`src/rtl/key_entry_ctrl_if.sv`:
```
// Keypad-side strobes and transmitter-side frame handshake of key_entry_ctrl.
// master drives keys and frame_ready; slave (the controller) returns the frame and status.
interface key_entry_ctrl_if #(
    parameter int unsigned DEPTH = 4
);
    logic [3:0]         key_code;
    logic               key_valid;
    logic               frame_valid;
    logic               frame_ready;
    logic [4*DEPTH-1:0] frame_data;
    logic [3:0]         frame_len;
    logic               busy;
    logic               overflow;
    logic               timeout;

    modport master (
        output key_code, key_valid, frame_ready,
        input  frame_valid, frame_data, frame_len, busy, overflow, timeout
    );

    modport slave (
        input  key_code, key_valid, frame_ready,
        output frame_valid, frame_data, frame_len, busy, overflow, timeout
    );
endinterface

```
`src/rtl/key_entry_ctrl.sv`:
```
// Keypad entry sequencer: assembles digits, handles backspace/clear/enter,
// offers the finished entry over valid/ready and drops stale partial entries.
module key_entry_ctrl #(
    parameter int unsigned DEPTH   = 4,
    parameter int unsigned TIMEOUT = 50000
) (
    input logic             clk_10k,
    input logic             rst_n,
    key_entry_ctrl_if.slave bus
);
    localparam int unsigned DW = 4 * DEPTH;
    localparam int unsigned CW = 20;

    localparam logic [1:0] S_IDLE  = 2'd0;
    localparam logic [1:0] S_ENTRY = 2'd1;
    localparam logic [1:0] S_SEND  = 2'd2;

    localparam logic [3:0] K_BACK  = 4'hA;
    localparam logic [3:0] K_CLEAR = 4'hB;
    localparam logic [3:0] K_ENTER = 4'hF;

    localparam logic [3:0]    LEN_MAX = 4'(DEPTH);
    localparam logic [CW-1:0] CNT_LIM = CW'(TIMEOUT - 1);

    logic [1:0]    state_q, state_d;
    logic [DW-1:0] data_q,  data_d;
    logic [3:0]    len_q,   len_d;
    logic [CW-1:0] cnt_q,   cnt_d;
    logic          valid_q, valid_d;
    logic          ovf_q,   ovf_d;
    logic          tmo_q,   tmo_d;
    logic          is_digit_c;
    logic          accepted_c;

    // Codes C..E are not accepted keys: they neither act nor restart the timer.
    always_comb begin
        is_digit_c = (bus.key_code <= 4'd9);
        accepted_c = bus.key_valid &&
                     (is_digit_c || bus.key_code == K_BACK ||
                      bus.key_code == K_CLEAR || bus.key_code == K_ENTER);
    end

    always_ff @(posedge clk_10k) begin
        if (!rst_n) begin
            state_q <= S_IDLE;
            data_q  <= '0;
            len_q   <= '0;
            cnt_q   <= '0;
            valid_q <= 1'b0;
            ovf_q   <= 1'b0;
            tmo_q   <= 1'b0;
        end else begin
            state_q <= state_d;
            data_q  <= data_d;
            len_q   <= len_d;
            cnt_q   <= cnt_d;
            valid_q <= valid_d;
            ovf_q   <= ovf_d;
            tmo_q   <= tmo_d;
        end
    end

    always_comb begin
        state_d = state_q;
        data_d  = data_q;
        len_d   = len_q;
        cnt_d   = cnt_q;
        ovf_d   = 1'b0;
        tmo_d   = 1'b0;

        case (state_q)
            S_IDLE: begin
                cnt_d = '0;
                if (accepted_c) begin
                    if (is_digit_c) begin
                        data_d  = (data_q << 4) | DW'(bus.key_code);
                        len_d   = 4'd1;
                        state_d = S_ENTRY;
                    end else if (bus.key_code == K_CLEAR) begin
                        data_d = '0;
                        len_d  = '0;
                    end
                end
            end

            S_ENTRY: begin
                if (accepted_c) begin
                    cnt_d = '0;
                    if (is_digit_c) begin
                        if (len_q == LEN_MAX) begin
                            ovf_d = 1'b1;
                        end else begin
                            data_d = (data_q << 4) | DW'(bus.key_code);
                            len_d  = len_q + 4'd1;
                        end
                    end else if (bus.key_code == K_BACK) begin
                        data_d = data_q >> 4;
                        len_d  = len_q - 4'd1;
                        if (len_q == 4'd1) begin
                            state_d = S_IDLE;
                        end
                    end else if (bus.key_code == K_CLEAR) begin
                        data_d  = '0;
                        len_d   = '0;
                        state_d = S_IDLE;
                    end else begin
                        state_d = S_SEND;
                    end
                end else if (cnt_q == CNT_LIM) begin
                    // Stale partial entry: discard and report.
                    data_d  = '0;
                    len_d   = '0;
                    cnt_d   = '0;
                    tmo_d   = 1'b1;
                    state_d = S_IDLE;
                end else begin
                    cnt_d = cnt_q + CW'(1);
                end
            end

            S_SEND: begin
                cnt_d = '0;
                if (bus.frame_ready) begin
                    data_d  = '0;
                    len_d   = '0;
                    state_d = S_IDLE;
                end
            end

            default: begin
                data_d  = '0;
                len_d   = '0;
                cnt_d   = '0;
                state_d = S_IDLE;
            end
        endcase

        valid_d = (state_d == S_SEND);
    end

    assign bus.frame_valid = valid_q;
    assign bus.busy        = valid_q;
    assign bus.frame_data  = data_q;
    assign bus.frame_len   = len_q;
    assign bus.overflow    = ovf_q;
    assign bus.timeout     = tmo_q;
endmodule

```
`src/flat_wrapper.sv`:
```
// flat-port wrapper written by rule: the top's interface ports become plain ports
module key_entry_ctrl_flat 
#(
    parameter int unsigned DEPTH   = 4,
    parameter int unsigned TIMEOUT = 50000
)
  (clk_10k, rst_n, bus_key_code, bus_key_valid, bus_frame_ready, bus_frame_valid, bus_frame_data, bus_frame_len, bus_busy, bus_overflow, bus_timeout);
  key_entry_ctrl_if #(.DEPTH(DEPTH)) bus_i ();
  input logic clk_10k;
  input logic rst_n;
  input wire logic [$bits(bus_i.key_code)-1:0] bus_key_code;
  input wire logic [$bits(bus_i.key_valid)-1:0] bus_key_valid;
  input wire logic [$bits(bus_i.frame_ready)-1:0] bus_frame_ready;
  output wire logic [$bits(bus_i.frame_valid)-1:0] bus_frame_valid;
  output wire logic [$bits(bus_i.frame_data)-1:0] bus_frame_data;
  output wire logic [$bits(bus_i.frame_len)-1:0] bus_frame_len;
  output wire logic [$bits(bus_i.busy)-1:0] bus_busy;
  output wire logic [$bits(bus_i.overflow)-1:0] bus_overflow;
  output wire logic [$bits(bus_i.timeout)-1:0] bus_timeout;
  assign bus_i.key_code = bus_key_code;
  assign bus_i.key_valid = bus_key_valid;
  assign bus_i.frame_ready = bus_frame_ready;
  assign bus_frame_valid = bus_i.frame_valid;
  assign bus_frame_data = bus_i.frame_data;
  assign bus_frame_len = bus_i.frame_len;
  assign bus_busy = bus_i.busy;
  assign bus_overflow = bus_i.overflow;
  assign bus_timeout = bus_i.timeout;
  key_entry_ctrl #(.DEPTH(DEPTH), .TIMEOUT(TIMEOUT)) u_core (.clk_10k(clk_10k), .rst_n(rst_n), .bus(bus_i));
endmodule
```
`config.mk`:
```
export PLATFORM = sky130hd
export DESIGN_NAME = key_entry_ctrl_flat
export DESIGN_NICKNAME = d
export VERILOG_FILES = /design/src/rtl/key_entry_ctrl_if.sv /design/src/rtl/key_entry_ctrl.sv /design/src/flat_wrapper.sv
export SDC_FILE = /design/constraint.sdc
export NUM_CORES = 1
export LEC_CHECK = 0
export CAP_MARGIN = 20
export CORE_MARGIN = 5
export CORE_UTILIZATION = 40
export DETAILED_ROUTE_END_ITERATION = 6
export GPL_ROUTABILITY_DRIVEN = 0
export PLACE_DENSITY = 0.57
export SYNTH_ARGS = -nofsm -noshare
export SYNTH_HDL_FRONTEND = slang
export SYNTH_SLANG_ARGS = --single-unit
```
`constraint.sdc`:
```
create_clock -name clk_10k -period 2.7 [get_ports clk_10k]
set_input_delay 0.27 -clock clk_10k [delete_from_list [all_inputs] [get_ports clk_10k]]
set_output_delay 0.27 -clock clk_10k [all_outputs]
set_load 0.05 [all_outputs]
```
==> flow_summary.ini <==
[synthesis]
synth_nets = 295
ys_warn_count = 0
ys_seq_elements = 45
synth-edff-count = 0
synth_compound_area_share_pct = 21.0
synth-xor-area-share_pct = 6.59
synthSimpleGateAreaFrac_pct = 26.3
synth_adder_area_share_pct = 2.09
syn_area_mm2 = 0.00239
yosysSeqAreaShare_pct = 37.7
synth_top_family_by_area = simple AND/OR/NAND/NOR gates
synthMuxAreaShare_pct = 1.26
synth_top_flop_cell = dfxtp_1
synthCells = 283
synth_cell_types = 59
synth-async-reset-ratio_pct = 0
postSynthAreaPerCell_um2 = 8.45

[sta]
setup_viol = 0
rsz0062_at_grt = no
fin_skew_ns = 0.00557
slew_violations = 0
fin_crit_ns = 2.28
maxSlewHeadroom_pct = 53.5
worst_pin_slew_ns = 0.690
fmax_mhz = 439
hold_viol_final = 0
finalSetupTns_ns = 0
finalCritPeriodShare_pct = 84.3

[outcome]
run_status = complete, no violations

[finish]
seqCellArea_um2 = 901
drive_above_1_share_pct = 9.91
layout.cells.non_filler = 398
areaGrowthSynthToFinish_pct = 22.9
num_antenna_cells = 0
layout_commonest_cell = dfxtp_1
final_nets = 334
multi_input_area_mm2 = 0.00137
layout_common_cells = dfxtp_1, nor2_1, clkdlybuf4s50_1, nand2_1, buf_4
fill_cells = 576

[worst_setup_path]
critical_path.max_fanout = 8
crit_cells = 6
crit_chain = clkdlybuf4s50_1, nand2_1, o21ai_0, a21boi_0, and4_1, a311o_1
crit_family = compound AO/OA/AOI/OAI gates
worst-r2r-cell-count = 5
cp_num_buf_inv = 1
worstPathRequired_ns = 2.90
cpPeakStageDelay_ns = 0.59
start_kind = primary input
crit_type = primary input to flip-flop
cp.arrival_ns = 2.47
rrSetupSlack_ns = 0.45
crit_path_end_kind = flip-flop
cp_slowest_cell = clkdlybuf4s50_1

[power_and_ir_drop]
switching_share_pct = 28.0
pwr_density_cell_mw_per_mm2 = 498
power_frac_clock_pct = 35.1
p_int_w = 0.00105
p_sw_w = 0.000410
p_comb_share_pct = 17.2
seqPwrFrac_pct = 47.7
p_leak_nw = 0.972
ir_drop_mv = 0.301

[flow_run]
max_cap_viol_count = 0

[clocking]
insertion_delay_ns = 0.30
cts_inserted_buffers = 5
clock_sinks = 45
clock_tree.buffer_depth = 2
htreeDepth = 2
cts_hold_buffers = 0
cts_resized = 0
root_buffer = clkbuf_8
clk_pin_slew_worst_paths_ns = 0.09
cts_tree = built
postCtsSetupBuffers = 0

[floorplanning]
start_util_pct = 40.9
fp-row-count = 28
fp.coreArea_mm2 = 0.00585
die-area_mm2 = 0.00762
fp.dieW_um = 87.3
die_y_um = 87.3
pin_count = 32

[global_route]
grt_pass1_vias = 2023
grt_overflow_total = 0
antenna_found_initial = 0
grt_pass1_wl_mm = 10.4
track_usage_pct = 17.2
grt_max_degree = 23

[drt]
avgViaCountPerCell = 5.61
route.final.wire_length_mm = 6.19
route.detailed.drc = 0
first_iter_violations = 165
vias = 2231
wl_per_cell_um = 15.6
ant_nets = 0
drt_first_pass_iters = 4

[min_path]
hold_depth = 1
hp-class = flip-flop to flip-flop

[placement]
numPortBuffers = 31
dpl.hpwl_mm = 4.47
dp.cells = 390
-- flip-flops by register name, summed over array words and instances (netlist names) --
| register | count |
|---|---|
| u_core.bus.busy | 1 |
| u_core.bus.frame_data | 16 |
| u_core.bus.frame_len | 4 |
| u_core.bus.overflow | 1 |
| u_core.bus.timeout | 1 |
| u_core.cnt_q | 20 |
| u_core.state_q | 2 |
-- power groups by stage --
stage | Clock (W) | Combinational [W] | Sequential, W
floorplan | 0 | 0.000128 | 0.000743
finish | 0.000514 | 0.000253 | 0.000698
global placement | 0 | 0.000252 | 0.000713
CTS | 0.000534 | 0.000251 | 0.000698
detailed placement | 0 | 0.000250 | 0.000713
global route | 0.000565 | 0.000272 | 0.000701
-- metrics by stage --
step                hold slack, ns  util, %  instance area (µm²)  setup slack, ns  power, W
floorplan                    0.426        -                 2390            0.454  0.000871
global placement             0.442     48.3                 2830            0.268  0.000965
detailed placement           0.450     48.3                 2830            0.144  0.000963
CTS                          0.471     50.2                 2940            0.454   0.00148
global route                 0.507     50.2                 2940            0.324   0.00154
finish                       0.462     50.2                 2940            0.423   0.00146
-- cells in the mapped netlist (2+ instances only) --
cell,count,area [µm²]
dfxtp_1,45,901
o21ai_0,11,55.1
nor2_1,34,128
and4_1,3,26.3
xor2_1,13,114
and3_1,4,25.0
inv_1,8,30.0
buf_2,2,10.0
nand4_1,8,50.1
clkbuf_1,9,33.8
nor3_1,2,10.0
mux2i_1,3,30.0
a32oi_1,2,17.5
nand3b_1,2,15.0
o211ai_1,4,30.0
buf_6,2,22.5
o22ai_1,10,62.6
nand2_1,29,109
a221o_1,2,20.0
nor4_1,3,18.8
nand2b_1,2,12.5
nor2b_1,2,12.5
a211oi_2,2,25.0
nor4b_1,3,26.3
a21oi_1,7,35.0
o32ai_1,5,43.8
ha_1,4,50.1
and2_1,4,25.0
xnor2_1,5,43.8
o2111ai_1,4,35.0
a22oi_1,8,60.1
nand3_1,14,70.1
-- worst register-to-register path: stages (launching register included) --
cell      delay, ns
dfxtp_1        0.39
or4_1          0.57
or4_4          0.60
a211oi_4       0.25
buf_4          0.23
o22ai_2        0.10
-- routing by layer --
layer | wire length, µm | global-route usage, %
met4 | 107 | 6.00
met3 | 329 | 3.50
met1 | 3240 | 26.5
met5 | 0 | 0
met2 | 2520 | 23.4
-- cell type report --
class                           instances  area share, %
Timing Repair Buffer                   47           14.6
Clock buffer                            6           2.47
Sequential cell                        45           30.7
Clock inverter                          2           1.32
Multi-Input combinational cell        214           46.6
Tap cell                               75           3.19
Inverter                                9           1.15
-- logic make-up (layout without fill, tap and decap cells) --
| logic type | Yosys count | in the layout |
|---|---|---|
| and+or+nand+nor | 121 | 121 |
| AOI/OAI and AO/OA | 68 | 68 |
| adders and majority gates | 4 | 4 |
| muxes | 3 | 3 |
| DFF | 45 | 45 |
| buffers and inverters | 24 | 64 |
| xor gates and xnor gates | 18 | 18 |
-- worst paths after layout --
| kind | from | endpoint |
|---|---|---|
| setup / recovery | bus_key_code[3] | u_core.bus.frame_data[3] |
| hold / removal | u_core.cnt_q[0] | u_core.cnt_q[0] |
| setup reg to reg | u_core.cnt_q[4] | u_core.bus.frame_data[14] |
| hold reg to reg | u_core.cnt_q[0] | u_core.cnt_q[0] |
(Power assumes the default switching activity.)
